==> src/rtl/riscv_decode_pkg.sv <==
`default_nettype none
// ============================================================================
// Module : riscv_decode_pkg
// Brief  : RV32I opcode, branch funct3, branch-mask index and immediate-format
//          definitions shared by the decode stage.
// Rev    : 1.0  initial release
// ============================================================================
package riscv_decode_pkg;

  // Opcodes as instr[6:2]; instr[1:0] is the 2'b11 length field.
  localparam logic [4:0] OPC_LOAD     = 5'b00000;
  localparam logic [4:0] OPC_MISC_MEM = 5'b00011;
  localparam logic [4:0] OPC_OP_IMM   = 5'b00100;
  localparam logic [4:0] OPC_AUIPC    = 5'b00101;
  localparam logic [4:0] OPC_STORE    = 5'b01000;
  localparam logic [4:0] OPC_OP       = 5'b01100;
  localparam logic [4:0] OPC_LUI      = 5'b01101;
  localparam logic [4:0] OPC_BRANCH   = 5'b11000;
  localparam logic [4:0] OPC_JALR     = 5'b11001;
  localparam logic [4:0] OPC_JAL      = 5'b11011;
  localparam logic [4:0] OPC_SYSTEM   = 5'b11100;

  localparam logic [2:0] FUNC_BEQ  = 3'b000;
  localparam logic [2:0] FUNC_BNE  = 3'b001;
  localparam logic [2:0] FUNC_BLT  = 3'b100;
  localparam logic [2:0] FUNC_BGE  = 3'b101;
  localparam logic [2:0] FUNC_BLTU = 3'b110;
  localparam logic [2:0] FUNC_BGEU = 3'b111;

  localparam int BM_BEQ  = 0;
  localparam int BM_BNE  = 1;
  localparam int BM_BLT  = 2;
  localparam int BM_BGE  = 3;
  localparam int BM_BLTU = 4;
  localparam int BM_BGEU = 5;
  localparam int BM_W    = 6;

  typedef enum logic [2:0] {
    IMM_I = 3'd0,
    IMM_S = 3'd1,
    IMM_B = 3'd2,
    IMM_U = 3'd3,
    IMM_J = 3'd4,
    IMM_R = 3'd5
  } imm_fmt_e;

  function automatic imm_fmt_e imm_fmt(input logic [4:0] opc);
    imm_fmt_e fmt;
    case (opc)
      OPC_LUI, OPC_AUIPC: fmt = IMM_U;
      OPC_JAL:            fmt = IMM_J;
      OPC_BRANCH:         fmt = IMM_B;
      OPC_STORE:          fmt = IMM_S;
      OPC_OP:             fmt = IMM_R;
      default:            fmt = IMM_I;
    endcase
    return fmt;
  endfunction

endpackage
`default_nettype wire

==> src/rtl/decode_fifo.sv <==
`default_nettype none
// ============================================================================
// Module : decode_fifo
// Brief  : DEPTH x WIDTH register queue with occupancy count and flush.
// Rev    : 1.0  initial release
// ============================================================================
module decode_fifo #(
  parameter int DEPTH = 2,
  parameter int WIDTH = 8,
  parameter int CNT_W = $clog2(DEPTH) + 1
) (
  input  logic             I_clk,
  input  logic             I_rst_n,
  input  logic             I_push,
  input  logic             I_pop,
  input  logic             I_flush,
  input  logic [WIDTH-1:0] I_data,
  output logic [WIDTH-1:0] O_data,
  output logic [CNT_W-1:0] O_count,
  output logic             O_full
);

  localparam int PTR_W = $clog2(DEPTH);

  logic [WIDTH-1:0] r_mem [DEPTH];
  logic [PTR_W-1:0] r_wptr;
  logic [PTR_W-1:0] r_rptr;
  logic [CNT_W-1:0] r_count;
  logic             w_push;
  logic             w_pop;

  assign w_push  = I_push & ~I_flush;
  assign w_pop   = I_pop & ~I_flush & (r_count != '0);
  assign O_data  = r_mem[r_rptr];
  assign O_count = r_count;
  assign O_full  = (r_count == CNT_W'(DEPTH));

  // Storage is cleared on reset so the head reads zero straight after reset.
  always_ff @(posedge I_clk or negedge I_rst_n) begin
    if (!I_rst_n) begin
      for (int i = 0; i < DEPTH; i++) r_mem[i] <= '0;
    end else if (w_push) begin
      r_mem[r_wptr] <= I_data;
    end
  end

  always_ff @(posedge I_clk or negedge I_rst_n) begin
    if (!I_rst_n) begin
      r_wptr  <= '0;
      r_rptr  <= '0;
      r_count <= '0;
    end else if (I_flush) begin
      r_wptr  <= '0;
      r_rptr  <= '0;
      r_count <= '0;
    end else begin
      if (w_push) r_wptr <= r_wptr + 1'b1;
      if (w_pop)  r_rptr <= r_rptr + 1'b1;
      case ({w_push, w_pop})
        2'b10:   r_count <= r_count + 1'b1;
        2'b01:   r_count <= r_count - 1'b1;
        default: r_count <= r_count;
      endcase
    end
  end

endmodule
`default_nettype wire

==> src/rtl/decode_stage.sv <==
`default_nettype none
// ============================================================================
// Module : decode_stage
// Brief  : RV32I decoder feeding a DEPTH-entry queue between fetch and execute.
//          Illegal-instruction flagging is built when DECODE_STAGE_ILLEGAL_EN
//          is defined.
// Rev    : 1.0  initial release
// ============================================================================
module decode_stage
  import riscv_decode_pkg::*;
#(
  parameter int DEPTH = 2,
  parameter int PC_W  = 32
) (
  input  logic                     I_clk,
  input  logic                     I_rst_n,
  input  logic                     I_valid,
  output logic                     O_ready,
  input  logic [31:0]              I_instr,
  input  logic [PC_W-1:0]          I_pc,
  input  logic                     I_flush,
  output logic [4:0]               O_rf_rs1,
  output logic [4:0]               O_rf_rs2,
  output logic                     O_valid,
  input  logic                     I_ready,
  output logic [PC_W-1:0]          O_pc,
  output logic [4:0]               O_rs1,
  output logic [4:0]               O_rs2,
  output logic [4:0]               O_rd,
  output logic [4:0]               O_opcode,
  output logic [2:0]               O_funct3,
  output logic [6:0]               O_funct7,
  output logic [31:0]              O_imm,
  output logic [5:0]               O_branchmask,
  output logic                     O_illegal,
  output logic [$clog2(DEPTH):0]   O_count
);

  localparam int CNT_W  = $clog2(DEPTH) + 1;
  localparam int BASE_W = PC_W + 5 + 5 + 5 + 5 + 3 + 7 + 32 + BM_W;
`ifdef DECODE_STAGE_ILLEGAL_EN
  localparam int ENTRY_W = BASE_W + 1;
`else
  localparam int ENTRY_W = BASE_W;
`endif

  logic [4:0]        w_opcode;
  logic [2:0]        w_funct3;
  logic [31:0]       w_imm;
  logic [BM_W-1:0]   w_bmask;
  imm_fmt_e          w_fmt;
  logic [ENTRY_W-1:0] w_entry;
  logic [ENTRY_W-1:0] w_head;
  logic [CNT_W-1:0]  w_count;
  logic              w_full;
  logic              w_push;
  logic              w_pop;

  assign w_opcode = I_instr[6:2];
  assign w_funct3 = I_instr[14:12];
  assign w_fmt    = imm_fmt(w_opcode);
  assign O_rf_rs1 = I_instr[19:15];
  assign O_rf_rs2 = I_instr[24:20];

  always_comb begin
    w_imm = {{20{I_instr[31]}}, I_instr[31:20]};
    case (w_fmt)
      IMM_S: w_imm = {{20{I_instr[31]}}, I_instr[31:25], I_instr[11:7]};
      IMM_B: w_imm = {{19{I_instr[31]}}, I_instr[31], I_instr[7],
                      I_instr[30:25], I_instr[11:8], 1'b0};
      IMM_U: w_imm = {I_instr[31:12], 12'b0};
      IMM_J: w_imm = {{11{I_instr[31]}}, I_instr[31], I_instr[19:12],
                      I_instr[20], I_instr[30:21], 1'b0};
      default: w_imm = {{20{I_instr[31]}}, I_instr[31:20]};
    endcase
  end

  // funct3 010/011 on a branch are reserved and leave the mask empty.
  always_comb begin
    w_bmask = '0;
    if (w_opcode == OPC_BRANCH) begin
      case (w_funct3)
        FUNC_BEQ:  w_bmask[BM_BEQ]  = 1'b1;
        FUNC_BNE:  w_bmask[BM_BNE]  = 1'b1;
        FUNC_BLT:  w_bmask[BM_BLT]  = 1'b1;
        FUNC_BGE:  w_bmask[BM_BGE]  = 1'b1;
        FUNC_BLTU: w_bmask[BM_BLTU] = 1'b1;
        FUNC_BGEU: w_bmask[BM_BGEU] = 1'b1;
        default:   w_bmask = '0;
      endcase
    end
  end

  assign w_entry[BASE_W-1:0] = {I_pc, I_instr[19:15], I_instr[24:20],
                                I_instr[11:7], w_opcode, w_funct3,
                                I_instr[31:25], w_imm, w_bmask};

`ifdef DECODE_STAGE_ILLEGAL_EN
  logic w_illegal;
  always_comb begin
    w_illegal = (I_instr[1:0] != 2'b11);
    case (w_opcode)
      OPC_LUI, OPC_AUIPC, OPC_JAL, OPC_JALR, OPC_LOAD, OPC_STORE,
      OPC_OP_IMM, OPC_MISC_MEM, OPC_SYSTEM: ;
      OPC_BRANCH:
        if (w_funct3 == 3'b010 || w_funct3 == 3'b011) w_illegal = 1'b1;
      OPC_OP:
        if (I_instr[31:25] != 7'b0000000 && I_instr[31:25] != 7'b0100000)
          w_illegal = 1'b1;
      default: w_illegal = 1'b1;
    endcase
  end
  assign w_entry[BASE_W] = w_illegal;
  assign O_illegal       = w_head[BASE_W];
`else
  assign O_illegal = 1'b0;
`endif

  // A full queue still accepts when the head leaves in the same cycle.
  assign O_ready = ~w_full | I_ready;
  assign O_valid = (w_count != '0);
  assign w_push  = I_valid & O_ready & ~I_flush;
  assign w_pop   = O_valid & I_ready & ~I_flush;
  assign O_count = w_count;

  decode_fifo #(
    .DEPTH (DEPTH),
    .WIDTH (ENTRY_W),
    .CNT_W (CNT_W)
  ) u_fifo (
    .I_clk   (I_clk),
    .I_rst_n (I_rst_n),
    .I_push  (w_push),
    .I_pop   (w_pop),
    .I_flush (I_flush),
    .I_data  (w_entry),
    .O_data  (w_head),
    .O_count (w_count),
    .O_full  (w_full)
  );

  assign {O_pc, O_rs1, O_rs2, O_rd, O_opcode, O_funct3, O_funct7,
          O_imm, O_branchmask} = w_head[BASE_W-1:0];

endmodule
`default_nettype wire

==> config.mk <==
export PLATFORM = sky130hd
export DESIGN_NAME = decode_stage
export DESIGN_NICKNAME = d
export VERILOG_FILES = /design/src/rtl/riscv_decode_pkg.sv /design/src/rtl/decode_fifo.sv /design/src/rtl/decode_stage.sv
export SDC_FILE = /design/constraint.sdc
export NUM_CORES = 1
export LEC_CHECK = 0
export ABC_AREA = 1
export BUFFER_PORTS_ARGS = -buffer_cell sky130_fd_sc_hd__buf_4
export CAP_MARGIN = 40
export CORE_MARGIN = 2
export CORE_UTILIZATION = 36
export CTS_BUF_LIST = sky130_fd_sc_hd__clkbuf_4
export DETAILED_ROUTE_END_ITERATION = 7
export PLACE_DENSITY = 0.56
export SYNTH_ARGS = -nofsm -noshare
export SYNTH_HDL_FRONTEND = slang
export SYNTH_SLANG_ARGS = --single-unit
==> constraint.sdc <==
create_clock -name I_clk -period 2.7 [get_ports I_clk]
set_input_delay 0.405 -clock I_clk [delete_from_list [all_inputs] [get_ports I_clk]]
set_output_delay 0.405 -clock I_clk [all_outputs]
set_load 0.01 [all_outputs]
# After elaboration in Yosys (flattened, before gate mapping)
# Cells that the tools add are included.
# Widths: inputs -> output; s select.
# totals
ff_bits	204
memories	0
romBits	0
latchBits	0
output_inout_bits	115
ramBits	0
# op_classes
div	0
n_eq_ne	18
add_sub_neg	4
n_shift	0
reduce_logical	7
n_mux	21
multipliers	0
bitwise	12
order_cmp	3
# op_table
cell	n
$mux 100	4
$bwmux 200	1
$pmux 31 s4	1
$demux 100 s1	1
$eq 3x3->1 const B	5
$eq 5x4->1 const B	3
$pmux 3 s5	1
$eq 5x5->1 const B	2
$mux 1	10
$and 1x1->1	7
$eq 3x1->1 const B	2
$eq 3x2->1 const B	2
$mux 6	1
$reduce_bool 2->1	3
$eq 5x3->1 const B	1
$eq 2x2->1 const B	2
$ge 2x2->1 const B	2
$not 1->2	2
$pmux 2 s2	1
$logic_not 3->1	1
$reduce_bool 3->1	1
$add 1x1->1 const B	2
$add 2x1->2 const B	1
$eq 2x1->1 const B	1
other kinds (7)	8

# Depth between registers and ports, before layout
# Gate-level depths: netlist of run 1.
# depth
ltp_word	9
ltp_mapped	11

# Hierarchy
# From an unflattened synthesis of run 1, not the netlist that was laid out.
# unflattened
cells_unflattened	1035
hier_area_um2	9651.8
# modules_own_cells
mod	cells_per_inst	area_per_inst_um2	n_inst
decode_fifo	887	8912.3	1
decode_stage	148	739.5	1

# Worst setup path after synthesis of run 1
# OpenSTA, ideal clock, no wires.
# synth_timing
path_type	register to output
startpoint	register u_fifo.r_rptr
endpoint	output O_imm[31]
setup_slack_ns	1.039
t_arrival_ns	1.256
stages_incl_launch_ff	6
path_buffers	3
t_required_ns	2.295
cell_sequence	dfrtp_1 > clkbuf_1 > clkbuf_1 > nand2_1 > nand2_1 > buf_4
# synth_via
elab_chain_len	4
# synth_rtl
item	line_no	rtl
start: declaration	decode_fifo.sv:27	logic [PTR_W-1:0] r_rptr;
start signal: assignment	decode_fifo.sv:58	if (w_pop) r_rptr <= r_rptr + 1'b1;
$not 1->2 (not written as such)	decode_fifo.sv:34	assign O_data = r_mem[r_rptr];
$mux 100 (not written as such) (3 in series)	decode_fifo.sv:34	
end: declaration	decode_stage.sv:33	output logic [31:0] O_imm,
# No other way between the ends. The select of a mux whose other input is x is not followed.

# Worst setup path in the final report of run 1
# layout_timing
startpoint	register u_fifo.r_rptr
endpoint	output O_imm[1]
# Same word-level chain as after synthesis.

==> results.md, run 1 <==
* Worst skew pair latency at between 0.6 and 0.7 ns
* Die width at 166 um
* Post-synthesis cell type count at 23
* I/O pins at ~180
* Mapped cell area at ~9400 um^2
* Cells after synthesis at 1,236
* Total Routing Usage GR at 18.7%
* Peak supply drop at 0.468 mV
* Worst slew margin at between 40% and 50%
* Tcrit/Tclk final at 93.0%
* DRT Pass-1 Iters at 5
* Clk slew on worst S/H paths at ~0.070 ns
* Fin crit period at approximately 2.5 ns
* Antenna violations before repair at 1
* Placed cells at 1,691
* Max-Cap Viols at 0
* Clk root buf: clkbuf_4
* Worst-Margin Slew at a little over 0.8 ns
* Largest net degree at the start of global routing at 70
* Detailed Place HPWL at 16.9 mm
* Warnings from Yosys at 0
* Count leader, synth: nand2_1
* Nets at between 1,500 and 2,000
* Status: finished clean
* Height of the die at between 150 and 200 um
* PD cells at ~900 nW/um^2
* Seq/Total Area, Yosys at 53.6%
* Post-synth top area share at 53.6%
* RSZ-0062 raised after global routing: no
* Worst EP arrival at 2.10 ns
* Final core occ at 47.0%
* Leading area contributor after synthesis: dfrtp_1
* Layout overhead on the synthesized area at 29.3%
* Cts bufs inserted at 57
* Post-synth ARST share at 100%
* WL met1 at about 12 mm
* Number of synthesized flops with an enable pin at 0
* Worst Path Max Fanout at 24
* Clk buf depth at 3
* CP required at 2.30 ns
* H-tree lvl count at 2
* Row cnt at 59
* Skew final at 0.0341 ns
* Mapped Nets at 1,305
* Layout cells sized above 1 at 21.1%
* Final Hold Fails at 0
* Clock sinks at 202
* Hold slack at 0.0491 ns
* Post-synth top cells: 617 x nand2_1, 202 x dfrtp_1, 143 x o21ai_0
* Core Box Area at ~26,000 um^2
* GP Congestion at 0.790
* Critical Path End Type: output pin
* Worst min path class: input pin to register
* DRC at 0
* FF+latch count, synth at 202
* TritonCTS clock tree: yes
* WS Path Type: register to output pin
* Grt total ovfl at 0
* Post-route ant nets at 0
* Die area at 27,500 um^2
* Top area cells in the synthesized netlist: dfrtp_1 54%, nand2_1 25%, o21ai_0 7.6%
* DR iter-0 viols at 605
* WL met3 at 1.41 mm
* I/O Buffers at 180
* First-pass GRT wire length at 42.0 mm
* Worst setup SP type: register
* Vias at 8,419
* Via/cell ratio at ~4.6
* Avg WL per Cell at 14.3 um
* Fin. max-slew vios at 0
* Vias in the first global route at 8,054
* Non-Filler Instances at 1,841
* Pleak at 6.70 nW
* Top layer in use: met4
* Fmax at 398 MHz
* Drt total wl at 26.2 mm
* Setup-failing EPs final at 0
* Met2 wire length at 11.8 mm
* Initial Util at 36.4%
* Syn_area_per_cell at approximately 7.6 um^2
* Main synth FF type: dfrtp_1
## repair_timing
item / 4_1_cts / 5_1_grt
gates resized for setup: 0 / 0
setup endpoints to repair: 0 / 21
setup buffers: 0 / 1
hold buffers: 43 / 0
endpoints found under the hold margin: 145 / 0
## metrics by stage
step | total power [W] | setup TNS [ns] | cell area (um^2) | worst slack (ns)
after floorplan | 0.00674 | 0 | 9430 | 1.04
after global placement | 0.00838 | -0.0573 | 11000 | -0.0297
after detailed placement | 0.00844 | -0.00482 | 11000 | -0.00322
after CTS | 0.0114 | 0 | 12200 | 0.0289
after global routing | 0.0122 | 0 | 12200 | 0.0611
final | 0.0113 | 0 | 12200 | 0.190
## power breakdown
part	internal, W	switching, W	leakage [nW]
Combinational	0.00166	0.00207	3.70
Sequential	0.00412	0.000574	2.54
Clock	0.00156	0.00128	0.459
Total	0.00734	0.00393	6.70
## placed cells by master (no fill, tap or decap), drive strengths merged, types with 6 or more instances in the layout
| cell | synthesis | routed |
|---|---|---|
| inv | 92 | 93 |
| nand2 | 619 | 619 |
| nand3 | 20 | 20 |
| dlygate4sd3 | 0 | 43 |
| o21ai | 176 | 176 |
| nor2 | 29 | 29 |
| a21oi | 6 | 6 |
| clkbuf | 40 | 95 |
| clkinv | 0 | 10 |
| buf | 41 | 201 |
| dfrtp | 202 | 202 |
| nand4 | 7 | 7 |
## kinds of logic after synthesis
kind of cell    Yosys count  synth area share [%]
simple gates            678                  27.9
flops                   202                  53.6
compound gates          182                  9.86
buf+inv                 173                  8.62
other cells               1                0.0398
## sequential cells by signal, summed over array words and instances, names as in the netlist
register        cells
u_fifo.r_mem      198
u_fifo.r_wptr       1
u_fifo.O_count      2
u_fifo.r_rptr       1
## worst max-delay path: stages, from the launching register on
cell	delay, ns
dfrtp_4	0.63
buf_4	0.28
o21ai_0	0.32
buf_4	0.19
## routing by layer
metal	up-vias	track usage, %
met3	51	3.98
met1	3861	25.8
met4	0	6.65
met2	208	29.4
li1	4299	-
met5	-	0
## final timing paths
check,start,slack [ns],cells after the start,end
max,u_fifo.r_rptr,0.19,3,O_imm[1]
max reg2reg,u_fifo.O_count[0],0.66,8,u_fifo.r_mem[124]
min reg2reg,u_fifo.r_mem[21],0.48,2,u_fifo.r_mem[21]
max in group asynchronous,I_rst_n,1.60,3,u_fifo.r_mem[98]
min in group asynchronous,I_rst_n,0.32,2,u_fifo.r_rptr
min,I_ready,0.05,3,u_fifo.r_rptr
## cell type report
type	instances	area, um^2
inverter	92	348
clock inverter	11	45.0
multi-input combinational	861	3570
timing repair buffer	245	2040
fill	2655	13700
tap	335	419
clock buffer	94	706
sequential	202	5060
antenna	1	2.50
Note: power is estimated with default switching activity, not from simulation.
==> run 2: changes to the inputs <==
Settings changed: CELL_PAD_IN_SITES_DETAIL_PLACEMENT set to 1, CELL_PAD_IN_SITES_GLOBAL_PLACEMENT set to 1, CTS_BUF_LIST sky130_fd_sc_hd__clkbuf_4 to sky130_fd_sc_hd__clkbuf_2, PLACE_DENSITY 0.56 to 0.76.
Clock period 2.7 ns to 2.3 ns, I/O delays scaled along.
==> run 2 against run 1 <==
Compared with the run above:
- the run now ends with negative setup slack left
- combinational power grew 44%
- clock-buffer cell count shrank 8
- setup slack lost 0.25 ns
- register-to-register slack lost 0.38 ns
- largest power group unchanged
- highest routed layer unchanged
- non-clock buffer count grew 55
- clock power shrank 13%
- global-route usage grew 2.7 points
- sequential share of layout area shrank 2.3 points
==> results.md, run 2 (synthesized netlist as in run 1, its figures left out) <==
* Status: complete, but fails checks
* Failing checks: negative setup slack
* Final worst setup slack at -0.0627 ns
* Pre-CTS WS at -0.134 ns
* Layout overhead on the synthesized area at 36.8%
* Setup TNS at -1.48 ns
* Core Box Area at 25,900 um^2
* I/O Buffers at 180
* CP delay by family, top: buffers and inverters
* Commonest non-fill, non-tap cells in the layout: 596 x nand2_1, 201 x dfrtp_1, 193 x buf_4
* Worst EP arrival at between 2 and 2.5 ns
* Worst setup SP type: register
* Vias at roughly 9,200
* DRC at 0
* Nets at 1,582
* Multi-input gate area at 3730 um^2
* Most frequent CP cell: nand2_1
* RSZ-0062 raised after global routing: yes
* Cts bufs inserted at 54
* Critical Path End Type: output pin
* Largest net degree at the start of global routing at 74
* Height of the die at approximately 170 um
* Die area at approximately 28,000 um^2
* Peak supply drop at 0.523 mV
* Detailed Place HPWL at 18.8 mm
* Worst Path Max Fanout at 12
* Die width at 166 um
* Slowest stage delay, CP at 0.51 ns
* H-tree lvl count at 2
* Met3 Use GR at under 10%
* Final core occ at 49.8%
* Pleak at about 7 nW
* Tcrit/Tclk final at 103%
* Worst skew pair latency at 0.85 ns
* Fill cells at 3,180
* Setup-failing EPs final at 74
* DR iter-0 viols at 459
* Antenna violations before repair at 1
* Layout cells sized above 1 at 24.1%
* DRT Pass-1 Iters at 5
* Grt met1 use at between 20 and 30%
* Post-route ant nets at 0
* Skew final at 0.0601 ns
* GR peak layer: met2
* GP Congestion at between 0.8 and 0.9
* Vias in the first global route at approximately 9,400
* Fin. max-slew vios at 0
* Clk slew on worst S/H paths at about 0.10 ns
* PD cells at 1040 nW/um^2
* Initial Util at 36.4%
* Via/cell ratio at 4.85
* Max reg flops at 198
* Clk root buf: clkbuf_2
* TritonCTS clock tree: yes
* Leading cell type in the layout, fill and taps excluded: nand2_1
* Row cnt at 59
* Final Hold Fails at 0
* Buf+Inv Stages, Crit Path at 4
* Fin crit period at 2.36 ns
* Largest reg by FF count: u_fifo.r_mem
* Slowest-stage cell, CP: dfrtp_4
* Register area at 5060 um^2
* Clock sinks at 202
* CP cell instances: buf_6 -> inv_6 -> clkbuf_16 -> nand2_1 -> nand2_1 -> buf_4
* Drt total wl at between 30 and 40 mm
* WS Path Type: register to output pin
* Avg WL per Cell at ~17 um
* Grt total ovfl at 0
* I/O pins at about 180
* Max-Cap Viols at 0
* CP Depth at 6
* Hold slack at 0.0694 ns
* Worst slew margin at 57.2%
* CP required at 1.96 ns
* First-pass GRT wire length at about 48 mm
* M2 GR Usage at 35.3%
* Clk buf depth at 3
* Fmax at about 420 MHz
* Worst min path class: input pin to asynchronous set/reset pin
* Reg2reg path depth at 10
* Worst-Margin Slew at 0.641 ns
* Total Routing Usage GR at a little over a fifth
[run 2: final cells by class]
type                       instances  share of cell area, %
multi-input combinational        861                   28.9
clock buffer                      86                   3.34
antenna                            1                 0.0194
sequential                       202                   39.2
tap                              335                   3.25
clock inverter                     7                  0.204
inverter                          92                   2.79
timing repair buffer             300                   22.1
timing repair inverter             2                  0.155
[run 2: stage by stage]
step,power (W),cells,instance area [um^2]
2_1_floorplan,0.00791,1236,9430
3_3_place_gp,0.00994,1698,11100
3_5_place_dp,0.0101,1698,11100
4_1_cts,0.0128,1862,12300
5_1_grt,0.0144,1886,12900
6_report,0.0134,1886,12900
[run 2: timing repair]
action,CTS,global route
hold endpoints to repair,319,0
pin swaps,1,3
resized for setup,19,66
hold buffers,71,0
buffers inserted,0,8
cloned,0,16
setup endpoints to repair,100,123
[run 2: worst paths after layout]
path	startpoint	end	slack, ns
max	u_fifo.r_rptr	O_imm[30]	-0.06
max in group asynchronous	I_rst_n	u_fifo.r_rptr	1.45
min	I_rst_n	u_fifo.r_mem[177]	0.07
max reg2reg	u_fifo.O_count[1]	u_fifo.r_mem[104]	0.28
min in group I_clk	I_pc[9]	u_fifo.r_mem[77]	0.30
min reg2reg	u_fifo.r_mem[42]	u_fifo.r_mem[42]	0.48
[run 2: routing by layer]
metal  up-vias  routed length (um)
met3        61                1440
met4         0                 925
li1       4394                   -
met1      4471               14400
met5         -                   0
met2       225               16000
[run 2: worst reg2reg max path: stages, from the launching register on]
cell and delay, ns:
dfrtp_1 0.39, buf_4 0.16, nand3_4 0.09, nand2_4 0.07, buf_4 0.13, inv_2 0.08
nand3_4 0.32, inv_2 0.18, buf_12 0.23, nand2_1 0.19, o21ai_0 0.13
[run 2: power breakdown]
| part | total [W] | internal [W] | switching (W) |
|---|---|---|---|
| registers | 0.00553 | 0.00483 | 0.000701 |
| logic | 0.00538 | 0.00243 | 0.00295 |
| clock network | 0.00248 | 0.000964 | 0.00151 |
| total | 0.0134 | 0.00822 | 0.00516 |
